--- src/rtl/pixel_stream_arb_if.sv ---
// pixel_stream_arb_if -- handshake bundle between the draw-engine sources,
// the pixel stream arbiter and the downstream pixel sink.
//
// Signals:
//   in_data   [NCH*DATA_W]  channel i word at [i*DATA_W +: DATA_W]
//   in_valid  [NCH]         per-channel word valid
//   in_last   [NCH]         per-channel packet end
//   in_ready  [NCH]         per-channel word accepted (arbiter driven)
//   out_data  [DATA_W]      held forwarded word
//   out_valid               out_data holds a word not yet taken
//   out_last                packet end flag of the held word
//   out_ch    [SEL_W]       source channel of the held word
//   out_ready               downstream takes the held word
//
// Modports:
//   master  sources + sink side (testbench / surrounding logic)
//   slave   arbiter side
interface pixel_stream_arb_if #(
  parameter int DATA_W = 16,
  parameter int NCH    = 8,
  parameter int SEL_W  = 4
);
  logic [NCH*DATA_W-1:0] in_data;
  logic [NCH-1:0]        in_valid;
  logic [NCH-1:0]        in_last;
  logic [NCH-1:0]        in_ready;
  logic [DATA_W-1:0]     out_data;
  logic                  out_valid;
  logic                  out_last;
  logic [SEL_W-1:0]      out_ch;
  logic                  out_ready;

  modport master (
    output in_data, in_valid, in_last, out_ready,
    input  in_ready, out_data, out_valid, out_last, out_ch
  );

  modport slave (
    input  in_data, in_valid, in_last, out_ready,
    output in_ready, out_data, out_valid, out_last, out_ch
  );
endinterface

--- src/rtl/pixel_stream_arb.sv ---
// pixel_stream_arb -- packet-aware arbiter that merges NCH draw-engine pixel
// streams into one registered output stream. A channel, once granted, keeps
// the grant until its last beat has been accepted, so packets never interleave.
//
// Ports:
//   CLK      rising-edge clock
//   RST      synchronous active-high reset
//   MODE     0 = fixed select by SEL, 1 = round-robin over valid channels
//   SEL      channel index for fixed mode; all-ones means idle
//   sel_err  one-cycle flag: SEL out of range while idle in fixed mode
//   bus      pixel_stream_arb_if.slave handshake bundle
//
// state  | meaning
// -------+---------------------------------------------------------------
// IDLE   | no packet open; grant chosen combinationally from MODE/SEL/valids
// LOCKED | packet open on lock_ch; grant held until its last beat is accepted
module pixel_stream_arb #(
  parameter int                 DATA_W        = 16,
  parameter int                 NCH           = 8,
  parameter int                 SEL_W         = 4,
  parameter logic [DATA_W-1:0]  DEFAULT_COLOR = 16'hF000
) (
  input  logic              CLK,
  input  logic              RST,
  input  logic              MODE,
  input  logic [SEL_W-1:0]  SEL,
  output logic              sel_err,
  pixel_stream_arb_if.slave bus
);

  typedef enum logic {IDLE = 1'b0, LOCKED = 1'b1} state_t;

  localparam logic [SEL_W-1:0] SEL_IDLE = '1;

  state_t            state;
  logic [SEL_W-1:0]  lock_ch;
  logic [SEL_W-1:0]  rr_ptr;
  logic [SEL_W-1:0]  rr_next;
  logic [SEL_W-1:0]  gnt_ch;
  logic              gnt_vld;
  logic [DATA_W-1:0] gnt_word;
  logic              gnt_word_valid;
  logic              gnt_word_last;
  logic              load_ok;
  logic              accept;
  logic              sel_bad;
  logic              rr_found;
  int                rr_idx;
  int                nxt;

  // The output register can take a new word if empty or being drained now.
  assign load_ok = !bus.out_valid || bus.out_ready;

  // Grant selection. Channel indices are matched with loops rather than
  // direct indexing so SEL_W-wide indices never address past NCH.
  always_comb begin
    gnt_vld  = 1'b0;
    gnt_ch   = '0;
    rr_found = 1'b0;
    rr_idx   = 0;
    if (state == LOCKED) begin
      gnt_vld = 1'b1;
      gnt_ch  = lock_ch;
    end else if (!MODE) begin
      for (int i = 0; i < NCH; i++) begin
        if (int'(SEL) == i && bus.in_valid[i]) begin
          gnt_vld = 1'b1;
          gnt_ch  = SEL;
        end
      end
    end else begin
      // Search from rr_ptr upward, wrapping at NCH; first valid channel wins.
      for (int k = 0; k < NCH; k++) begin
        rr_idx = int'(rr_ptr) + k;
        if (rr_idx >= NCH) rr_idx = rr_idx - NCH;
        for (int i = 0; i < NCH; i++) begin
          if (!rr_found && i == rr_idx && bus.in_valid[i]) begin
            rr_found = 1'b1;
            gnt_vld  = 1'b1;
            gnt_ch   = SEL_W'(i);
          end
        end
      end
    end
  end

  // Granted channel's word and the per-channel ready vector.
  always_comb begin
    gnt_word       = '0;
    gnt_word_valid = 1'b0;
    gnt_word_last  = 1'b0;
    bus.in_ready   = '0;
    for (int i = 0; i < NCH; i++) begin
      if (gnt_vld && int'(gnt_ch) == i) begin
        gnt_word       = bus.in_data[i*DATA_W +: DATA_W];
        gnt_word_valid = bus.in_valid[i];
        gnt_word_last  = bus.in_last[i];
        bus.in_ready[i] = load_ok && !RST;
      end
    end
  end

  assign accept = gnt_vld && gnt_word_valid && load_ok && !RST;

  always_comb begin
    nxt = int'(gnt_ch) + 1;
    if (nxt >= NCH) nxt = 0;
    rr_next = SEL_W'(nxt);
  end

  // Only meaningful while idle in fixed mode; all-ones is the legal idle code.
  assign sel_bad = (state == IDLE) && !MODE && (int'(SEL) >= NCH) && (SEL != SEL_IDLE);

  always_ff @(posedge CLK) begin
    if (RST) begin
      state         <= IDLE;
      lock_ch       <= '0;
      rr_ptr        <= '0;
      sel_err       <= 1'b0;
      bus.out_valid <= 1'b0;
      bus.out_last  <= 1'b0;
      bus.out_data  <= DEFAULT_COLOR;
      bus.out_ch    <= '1;
    end else begin
      sel_err <= sel_bad;
      if (accept) begin
        // A load also covers a simultaneous downstream take: the new word
        // simply replaces the one leaving, keeping one word per cycle.
        bus.out_data  <= gnt_word;
        bus.out_last  <= gnt_word_last;
        bus.out_ch    <= gnt_ch;
        bus.out_valid <= 1'b1;
        if (gnt_word_last) begin
          state  <= IDLE;
          rr_ptr <= rr_next;
        end else begin
          state   <= LOCKED;
          lock_ch <= gnt_ch;
        end
      end else if (bus.out_ready) begin
        bus.out_valid <= 1'b0;
      end
    end
  end

endmodule

--- src/flat_wrapper.sv ---
// flat-port wrapper written by rule: the top's interface ports become plain ports
module pixel_stream_arb_flat 
#(
  parameter int                 DATA_W        = 16,
  parameter int                 NCH           = 8,
  parameter int                 SEL_W         = 4,
  parameter logic [DATA_W-1:0]  DEFAULT_COLOR = 16'hF000
)
  (CLK, RST, MODE, SEL, sel_err, bus_in_data, bus_in_valid, bus_in_last, bus_out_ready, bus_in_ready, bus_out_data, bus_out_valid, bus_out_last, bus_out_ch);
  pixel_stream_arb_if #(.DATA_W(DATA_W), .NCH(NCH), .SEL_W(SEL_W)) bus_i ();
  input  logic CLK;
  input  logic RST;
  input  logic MODE;
  input  logic [SEL_W-1:0] SEL;
  output logic sel_err;
  input wire logic [$bits(bus_i.in_data)-1:0] bus_in_data;
  input wire logic [$bits(bus_i.in_valid)-1:0] bus_in_valid;
  input wire logic [$bits(bus_i.in_last)-1:0] bus_in_last;
  input wire logic [$bits(bus_i.out_ready)-1:0] bus_out_ready;
  output wire logic [$bits(bus_i.in_ready)-1:0] bus_in_ready;
  output wire logic [$bits(bus_i.out_data)-1:0] bus_out_data;
  output wire logic [$bits(bus_i.out_valid)-1:0] bus_out_valid;
  output wire logic [$bits(bus_i.out_last)-1:0] bus_out_last;
  output wire logic [$bits(bus_i.out_ch)-1:0] bus_out_ch;
  assign bus_i.in_data = bus_in_data;
  assign bus_i.in_valid = bus_in_valid;
  assign bus_i.in_last = bus_in_last;
  assign bus_i.out_ready = bus_out_ready;
  assign bus_in_ready = bus_i.in_ready;
  assign bus_out_data = bus_i.out_data;
  assign bus_out_valid = bus_i.out_valid;
  assign bus_out_last = bus_i.out_last;
  assign bus_out_ch = bus_i.out_ch;
  pixel_stream_arb #(.DATA_W(DATA_W), .NCH(NCH), .SEL_W(SEL_W), .DEFAULT_COLOR(DEFAULT_COLOR)) u_core (.CLK(CLK), .RST(RST), .MODE(MODE), .SEL(SEL), .sel_err(sel_err), .bus(bus_i));
endmodule
--- config.mk ---
export PLATFORM = sky130hd
export DESIGN_NAME = pixel_stream_arb_flat
export DESIGN_NICKNAME = d
export VERILOG_FILES = /design/src/rtl/pixel_stream_arb_if.sv /design/src/rtl/pixel_stream_arb.sv /design/src/flat_wrapper.sv
export SDC_FILE = /design/constraint.sdc
export NUM_CORES = 1
export LEC_CHECK = 0
export CAP_MARGIN = 5
export CORE_MARGIN = 4
export CORE_UTILIZATION = 35
export CTS_CLUSTER_SIZE = 16
export DETAILED_ROUTE_END_ITERATION = 12
export GPL_TIMING_DRIVEN = 1
export PLACE_DENSITY = 0.71
export SLEW_MARGIN = 10
export SYNTH_ARGS = -nofsm -noshare
export SYNTH_HDL_FRONTEND = slang
export SYNTH_SLANG_ARGS = --single-unit
--- constraint.sdc ---
create_clock -name CLK -period 17.55 [get_ports CLK]
set_input_delay 3.51 -clock CLK [delete_from_list [all_inputs] [get_ports CLK]]
set_output_delay 3.51 -clock CLK [all_outputs]
set_load 0.02 [all_outputs]
==> results_dict.tcl, run 1 <==
set metrics [dict create \
    hp-start "u_core.bus.out_ch[3]" \
    synth_top_family_by_area "compound AO/OA/AOI/OAI gates" \
    post-cts-setup-buffers 0 \
    grt_overflow_total 0 \
    hold_depth 2 \
    placedCellCount 940 \
    muxShareOfSynthArea_pct 5.97 \
    routed_via_density 6.35 \
    h-tree-depth 2 \
    p_int_mw 0.273 \
    drt_pass1_iterations 7 \
    synth_edf_count 0 \
    grt_pass1_vias 5886 \
    whs_ns 0.451 \
    p_sw_share_pct 43.9 \
    synth_fa_ha_area_share_pct 4.11 \
    maxSlewHeadroom_pct 23.3 \
    p_per_area_nw_per_um2 74.5 \
    io_pins 183 \
    m1WireLength_um 8840 \
    critPathLaunchType "input port" \
    finalSetupTns_ns 0 \
    worstReg2RegStart "u_core.rr_ptr[2]" \
    antenna_found_initial 0 \
    ys_seq_area_share_pct 14.0 \
    register_area_um2 643 \
    num_rows 41 \
    timing.rr.end "u_core.bus.out_data[11]" \
    status "completed" \
    synth_top_cells_by_area "dfxtp_1, nand3_1, nand2_1, ha_1, nor3_1" \
    detail_route.wirelength_um 22600 \
    final_area_um2 6540 \
    min_to "u_core.bus.out_ch[3]" \
    synth_top_area_share_pct 14.0 \
    io_buffers 182 \
    coreArea_um2 12700 \
    yosys.area_share.simple_pct 27.7 \
    timing.final.crit_share_pct 72.6 \
    final_cell_mix "clkdlybuf4s50_1, nand2_1, nand3_1" \
    worst_pin_slew_ns 1.15 \
    hpwl_um 17400 \
    synth_compound_area_share_pct 38.4 \
    cp_max_fo 21 \
    nets 942 \
    multi_input_area_um2 3540 \
    yosys_register_bits 32 \
    dr.max_layer_used "met4" \
    vias 6018 \
    p_clk_share_pct 21.0 \
    fin_worst_skew_ns 0.00319 \
    nFillCells 1289 \
    syn-cell-area_um2 4570 \
    cpMaxStageDelayCell "clkdlybuf4s50_1" \
    synthArstFlopShare_pct 0 \
    die_area_um2 14900 \
    switching_power_mw 0.214 \
    yosys.area_share.xor_xnor_pct 1.15 \
    crit_top_cell "nor3_1" \
    final_common_cell "clkdlybuf4s50_1" \
    grt_max_degree 44 \
    critPathCaptureType "output port" \
    min_period_ns 12.75 \
    routedWlPerCell_um 23.9 \
    die_h_um 122 \
    yosysWarnings 0 \
    crit_type "input port to output port" \
    clock_latency_ns 0.28 \
    maxCapViolCount 0 \
    drcViolationCount 0 \
    min_path_type "register to register" \
    pre_cts_slack_ns 4.98 \
    power_frac_comb_pct 60.0 \
    crit_family "simple AND/OR/NAND/NOR gates" \
    worst_path_largest_cell_delay_ns 0.71 \
    yosysTopAreaCell "dfxtp_1" \
    crit_buf_inv 5 \
    reg2reg_slack_ns 10.30 \
    n_antenna_cell 0 \
    numCtsBuffers 5 \
    power_mw 0.487 \
    postSynthAreaPerCell_um2 7.12 \
    utilization_pct 51.4 \
    clockBufferDepth 2 \
    final_antenna_net_count 0 \
    initial_utilization_pct 35.9 \
    crit_required_ns 14.04 \
    syn_nets 808 \
    post_cts_resize_count 0 \
    numClockSinks 32 \
    worst_slack_ns 4.80 \
    synth_cells 641 \
    crit_chain "clkdlybuf4s50_1 -> mux2i_1 -> nor3_1 -> nor3_1 -> nand3_2 -> nor4b_4 -> nand3_1 -> nor3_1 -> nor3_1 -> a31o_2 -> inv_1 -> ha_1 -> inv_1 -> nor3_2 -> buf_4 -> nand2_1 -> nor2_1 -> clkdlybuf4s50_1" \
    clk_pin_slew_worst_paths_ns 0.06 \
    grtUsageTotal_pct 29.4 \
    clock.fmax_mhz 78.5 \
    drv_slew 0 \
    r2r_cells 23 \
    leakagePower_nw 2.27 \
    root_buffer "clkbuf_16" \
    wl_met2_um 10800 \
    synth_ff_type "dfxtp_1" \
    rsz0062_at_grt "false" \
    synthToLayoutAreaGrowth_pct 43.2 \
    postPlaceCellArea_um2 6370 \
    ctsHoldBuffers 0 \
    finalHoldViolCount 0 \
    setup_viol 0 \
    dr.first_iter.drc_count 834 \
    die_w_um 122 \
    peakVddDrop_mv 0.0416 \
    worst_ep_arrival_time_ns 9.24 \
    grt_pass1_wl_um 33900 \
    p_seq_share_pct 19.0 \
    wl_met3_um 2050 \
    drive_gt1_share_pct 6.96 \
    fin_cells 948 \
    cts_tree "done" \
    gp_congestion 1.00 \
    synth_cell_types 82 \
]
Yosys cell counts, types with 8 or more instances:
cell	instances
buf_2	15
a21o_1	15
dfxtp_1	32
nand2_1	56
nand2b_1	9
a221o_1	14
o21ai_0	35
nor3_1	36
a31oi_1	12
a222oi_1	11
a21oi_1	28
ha_1	15
nand4_1	8
clkbuf_1	39
o211ai_1	16
nor4_1	13
inv_1	20
mux2i_1	16
nor2_1	37
o21a_1	10
nand3_1	44
o21ai_1	10
flip-flops by register name, summed over array words and instances, names as in the netlist:
signal,flops
u_core.rr_ptr,4
u_core.lock_ch,4
u_core.state,1
u_core.bus.out_ch,4
u_core.bus.out_last,1
u_core.bus.out_valid,1
u_core.sel_err,1
u_core.bus.out_data,16
kinds of logic after synthesis:
| group | after synthesis |
|---|---|
| AND/OR/NAND/NOR | 246 |
| AO/OA/AOI/OAI | 233 |
| buffers and inverters | 86 |
| flip-flops | 32 |
| multiplexers | 23 |
| adder cells (fa/ha/maj) | 15 |
| XOR/XNOR | 6 |
routing by layer:
metal | GRT usage [%] | vias to the layer above
met1 | 37.4 | 2839
li1 | - | 2749
met2 | 48.7 | 377
met5 | 0 | -
met4 | 11.7 | 0
met3 | 5.81 | 53
tightest hold or removal path, delay by kind of cell, from the launching register on:
kind | cells | cell delay (ns)
DFF | 1 | 0.31
and+or+nand+nor | 2 | 0.09
worst max path at each step:
stage                                from               to  slack [ns]  cells past startpoint
after floorplan           bus_in_valid[0]  bus_in_ready[3]        6.61                     18
after global placement    bus_in_valid[6]  bus_in_ready[3]        5.10                     18
after detailed placement  bus_in_valid[2]  bus_in_ready[3]        4.98                     17
after CTS                 bus_in_valid[2]  bus_in_ready[3]        4.97                     17
after global routing      bus_in_valid[6]  bus_in_ready[3]        4.42                     18
final                     bus_in_valid[6]  bus_in_ready[3]        4.80                     18
area by class of cell:
| cell class | instances | area share (%) |
|---|---|---|
| tap | 172 | 3.29 |
| clock inverter | 3 | 0.651 |
| timing repair buffer | 191 | 28.9 |
| clock buffer | 5 | 1.91 |
| sequential | 32 | 9.84 |
| multi-input combinational | 523 | 54.1 |
| inverter | 22 | 1.26 |
power groups by stage:
stage               combinational [mW]  sequential (mW)  clock [mW]
finish                           0.293           0.0925       0.102
global route                     0.314           0.0936       0.107
CTS                              0.289           0.0922       0.102
detailed placement               0.287           0.0933           0
global placement                 0.288           0.0927           0
floorplan                        0.172           0.0989           0
Note: power is estimated with default switching activity, not from simulation.
==> inputs of run 2 (changes only) <==
clock period = 12.8 ns   (was 17.55 ns; I/O delays follow)
==> results_dict.tcl, run 2 (synthesis results as in run 1) <==
set metrics [dict create \
    status "completed" \
    cp_max_fo 21 \
    leakagePower_nw 2.29 \
    critPathCaptureType "output port" \
    post-cts-setup-buffers 0 \
    dr.first_iter.drc_count 700 \
    crit_buf_inv 5 \
    clock_latency_ns 0.28 \
    vias 6016 \
    power_frac_comb_pct 60.8 \
    numCtsBuffers 5 \
    worst_path_largest_cell_delay_ns 0.67 \
    root_buffer "clkbuf_16" \
    use_met2_pct 48.4 \
    n_antenna_cell 0 \
    worst_ep_arrival_time_ns 8.36 \
    clock.fmax_mhz 91.6 \
    crit_top_cell "nor3_1" \
    die_area_um2 14900 \
    top_register "u_core.bus.out_data" \
    die_w_um 122 \
    rsz0062_at_grt "false" \
    drv_slew 0 \
    maxCapViolCount 0 \
    routedWlPerCell_um 24.0 \
    switching_power_mw 0.291 \
    crit_required_ns 10.24 \
    finalSetupTns_ns 0 \
    maxSlewHeadroom_pct 12.0 \
    drcViolationCount 0 \
    final_cell_mix "clkdlybuf4s50_1, nand2_1, nand3_1" \
    io_buffers 182 \
    nets 945 \
    final_common_cell "clkdlybuf4s50_1" \
    initial_utilization_pct 35.9 \
    drt_pass1_iterations 6 \
    setup_viol 0 \
    final_area_um2 6560 \
    p_clk_share_pct 20.7 \
    post_cts_resize_count 0 \
    crit_family "simple AND/OR/NAND/NOR gates" \
    peakVddDrop_mv 0.0522 \
    clk_pin_slew_worst_paths_ns 0.06 \
    antenna_found_initial 1 \
    busiest_layer "met2" \
    final_antenna_net_count 0 \
    num_rows 41 \
    die_h_um 122 \
    grt.met1_usage_pct 38.5 \
    worst_pin_slew_ns 1.32 \
    p_sw_share_pct 43.6 \
    largest_reg_flops 16 \
    routed_via_density 6.33 \
    critPathLaunchType "input port" \
    use_met3_pct 6.13 \
    timing.final.crit_share_pct 85.3 \
    grt_overflow_total 0 \
    detail_route.wirelength_um 22800 \
    p_int_mw 0.376 \
    postPlaceCellArea_um2 6390 \
    io_pins 183 \
    coreArea_um2 12700 \
    grt_max_degree 44 \
    min_period_ns 10.92 \
    gp_congestion 0.957 \
    numClockSinks 32 \
    h-tree-depth 2 \
    p_seq_share_pct 18.4 \
    grt_pass1_vias 5801 \
    fin_worst_skew_ns 0.00419 \
    ctsHoldBuffers 0 \
    cpMaxStageDelayCell "clkdlybuf4s50_1" \
    crit_chain "clkdlybuf4s50_1 -> mux2i_1 -> nor3_1 -> nor3_1 -> nand3_2 -> nor4b_4 -> nand3_1 -> nor3_1 -> nor3_1 -> a31o_2 -> inv_1 -> ha_1 -> inv_1 -> nor2_1 -> buf_4 -> nand2b_1 -> nor2_1 -> clkdlybuf4s50_1" \
    clockBufferDepth 2 \
    finalHoldViolCount 0 \
    grt_pass1_wl_um 33700 \
    cts_tree "done" \
    crit_type "input port to output port" \
    min_path_type "register to register" \
    drive_gt1_share_pct 7.19 \
    p_per_area_nw_per_um2 102 \
    grtUsageTotal_pct 29.4 \
    synthToLayoutAreaGrowth_pct 43.6 \
    hpwl_um 17700 \
]
run 2: final cells by class:
type	instances	area (um^2)
Fill cell	1285	6160
Multi-Input combinational cell	523	3540
Timing Repair Buffer	194	1910
Sequential cell	32	643
Tap cell	172	215
Clock buffer	5	125
Inverter	22	82.6
Clock inverter	3	42.5
run 2: power groups by stage:
stage	clock network, mW	logic [mW]	registers [mW]
3_5_place_dp	0	0.399	0.124
3_3_place_gp	0	0.400	0.124
5_1_grt	0.144	0.433	0.124
4_1_cts	0.139	0.401	0.123
6_report	0.138	0.405	0.123
2_1_floorplan	0	0.236	0.136
run 2: layer usage:
metal / vias up / wire length, um / share of wire [%]
met3: 41 / 2240 / 9.8
met1: 2819 / 9010 / 39
met5: - / 13 / 0.057
li1: 2749 / - / -
met2: 405 / 10900 / 48
met4: 2 / 649 / 2.8
run 2: final timing paths:
| path | startpoint | to | slack [ns] | cells past startpoint |
|---|---|---|---|---|
| worst max-delay path | bus_in_valid[6] | bus_in_ready[5] | 1.88 | 18 |
| worst min-delay path | u_core.bus.out_ch[3] | u_core.bus.out_ch[3] | 0.45 | 2 |
| worst max register to register | u_core.rr_ptr[2] | u_core.bus.out_data[12] | 5.21 | 20 |
| worst min register to register | u_core.bus.out_ch[3] | u_core.bus.out_ch[3] | 0.45 | 2 |
run 2: stage by stage:
step           utilization (%)  total power, mW  hold slack, ns  cells  setup slack (ns)
3_5_place_dp              50.2            0.523           0.438    943              2.06
2_1_floorplan                -            0.372           0.455    641              3.76
4_1_cts                   51.5            0.662           0.449    951              2.02
5_1_grt                   51.5            0.701           0.478    951              1.54
6_report                  51.5            0.667           0.451    951              1.88
3_3_place_gp              50.2            0.524           0.429    943              2.11
run 2: worst reg2reg max path, stage by stage, from the launching register on:
cell	delay [ns]
dfxtp_1	0.31
buf_4	0.35
inv_1	0.43
ha_1	0.45
a21o_1	0.26
xnor2_1	0.14
ha_1	0.31
or3b_2	0.47
o21ai_0	0.11
a311oi_2	0.25
a21oi_1	0.31
nor4b_4	0.56
nand3_1	0.27
nor3_1	0.23
nor3_1	0.08
a31oi_1	0.39
ha_1	0.49
nand2_1	0.55
a311oi_2	1.07
a221oi_1	0.25
a31oi_1	0.25
==> inputs of run 3 (changes only) <==
CORE_UTILIZATION = 45   (was 35)
PLACE_DENSITY = 0.87   (was 0.71)
SLEW_MARGIN = unset   (was 10)
==> results_dict.tcl, run 3 (synthesis results as in run 1) <==
set metrics [dict create \
    status "completed" \
    utilization_pct 65.5 \
    io_buffers 182 \
    critPathLaunchType "input port" \
    grt_pass1_wl_um 31800 \
    p_per_area_nw_per_um2 99.2 \
    hp-start "u_core.bus.out_ch[3]" \
    grtUsageTotal_pct 34.3 \
    grt_overflow_total 0 \
    critPathCaptureType "output port" \
    drt_pass1_iterations 5 \
    register_area_um2 642 \
    coreArea_um2 9820 \
    die_h_um 109 \
    die_area_um2 11800 \
    drive_gt1_share_pct 6.46 \
    worst_pin_slew_ns 1.27 \
    routedWlPerCell_um 23.7 \
    dr.first_iter.drc_count 815 \
    largest_reg_flops 16 \
    fin_worst_skew_ns 0.00770 \
    die_w_um 109 \
    post-cts-setup-buffers 0 \
    setup_viol 0 \
    finalSetupTns_ns 0 \
    io_pins 183 \
    synthToLayoutAreaGrowth_pct 40.8 \
    routed_via_density 6.94 \
    grt_pass1_vias 6103 \
    cpMaxStageDelayCell "clkdlybuf4s50_1" \
    antenna_found_initial 1 \
    crit_buf_inv 6 \
    final_common_cell "clkdlybuf4s50_1" \
    final_antenna_net_count 0 \
    peakVddDrop_mv 0.0604 \
    startpoint "bus_in_valid[1]" \
    timing.final.crit_share_pct 86.1 \
    crit_family "simple AND/OR/NAND/NOR gates" \
    clock_latency_ns 0.29 \
    post_cts_resize_count 0 \
    crit_required_ns 10.24 \
    gp_congestion 1.07 \
    grt_max_degree 44 \
    min_path_type "register to register" \
    drv_slew 0 \
    worst_path_largest_cell_delay_ns 0.71 \
    cp_max_fo 21 \
    num_rows 36 \
    crit_type "input port to output port" \
    drcViolationCount 0 \
    multi_input_area_um2 3540 \
    finalHoldViolCount 0 \
    nets 940 \
    min_period_ns 11.03 \
    maxCapViolCount 0 \
    cts_tree "done" \
    top_register "u_core.bus.out_data" \
    worst_slack_ns 1.77 \
    maxSlewHeadroom_pct 14.9 \
    detail_route.wirelength_um 21500 \
    clk_pin_slew_worst_paths_ns 0.06 \
    numCtsBuffers 5 \
    vias 6297 \
    clockBufferDepth 2 \
    ctsHoldBuffers 0 \
    crit_chain "clkdlybuf4s50_1 -> inv_1 -> nor4_1 -> a311oi_2 -> nand3_2 -> nor4b_4 -> nand3_1 -> nor3_1 -> nor3_1 -> a31o_2 -> inv_1 -> ha_1 -> inv_1 -> nor2_1 -> buf_4 -> nand2b_1 -> nor2_1 -> clkdlybuf4s50_1" \
    root_buffer "clkbuf_8" \
    rsz0062_at_grt "false" \
    clock.fmax_mhz 90.7 \
    pre_cts_slack_ns 2.01 \
    final_cell_mix "clkdlybuf4s50_1, nand2_1, nand3_1" \
    initial_utilization_pct 46.5 \
    nFillCells 852 \
    crit_top_cell "inv_1" \
    hpwl_um 16400 \
    worst_ep_arrival_time_ns 8.47 \
    numClockSinks 32 \
    whs_ns 0.462 \
    worstReg2RegStart "u_core.rr_ptr[2]" \
    leakagePower_nw 2.24 \
    h-tree-depth 2 \
]
==> run 3: cell types whose count changed in the layout (fill, tap and decap cells not counted) <==
cell,delta
clkbuf_8,+7
diode_2,+1
dfxtp_2,-1
buf_4,-5
clkinvlp_4,-1
dfxtp_1,+1
clkinv_2,-1
clkbuf_16,-5
==> run 3: path summary, 6_finish.rpt <==
path                            slack (ns)              endpoint  cells after the start
worst max-delay path                  1.77       bus_in_ready[5]                     18
worst min-delay path                  0.46  u_core.bus.out_ch[3]                      2
worst min register to register        0.46  u_core.bus.out_ch[3]                      2
worst max register to register        4.84     u_core.lock_ch[2]                     25
==> run 3: cell type report <==
type | instances | area share, %
repair buffers | 189 | 29.1
well taps | 133 | 2.59
clock inverters | 1 | 0.467
flip-flops and latches | 32 | 9.98
diodes | 1 | 0.0389
clock buffers | 7 | 1.50
multi-input cells | 523 | 55.0
inverters | 22 | 1.28
==> run 3: power breakdown <==
group / switching (mW) / internal [mW] / leakage (nW)
clock: 0.0405 / 0.0687 / 0.0645
sequential: 0.0130 / 0.113 / 0.260
combinational: 0.232 / 0.171 / 1.92
total: 0.285 / 0.353 / 2.24
==> run 3: stage by stage <==
stage	total power, mW	instance area, um^2	cells
3_5_place_dp	0.517	6300	899
5_1_grt	0.665	6430	908
6_report	0.638	6430	908
2_1_floorplan	0.372	4570	641
3_3_place_gp	0.513	6300	899
4_1_cts	0.624	6430	907
==> run 3: worst min-delay path: cells and delay by family (launching register included) <==
kind          cells  cell delay [ns]
simple gates      2             0.10
flops             1             0.31
==> run 3: per-layer routing <==
metal / wire length, um / up-vias / track usage, %
met5: 0 / - / 0
met3: 2700 / 111 / 7.93
met2: 10100 / 545 / 58.5
met1: 7450 / 2892 / 40.3
li1: - / 2749 / -
met4: 1230 / 0 / 17.2
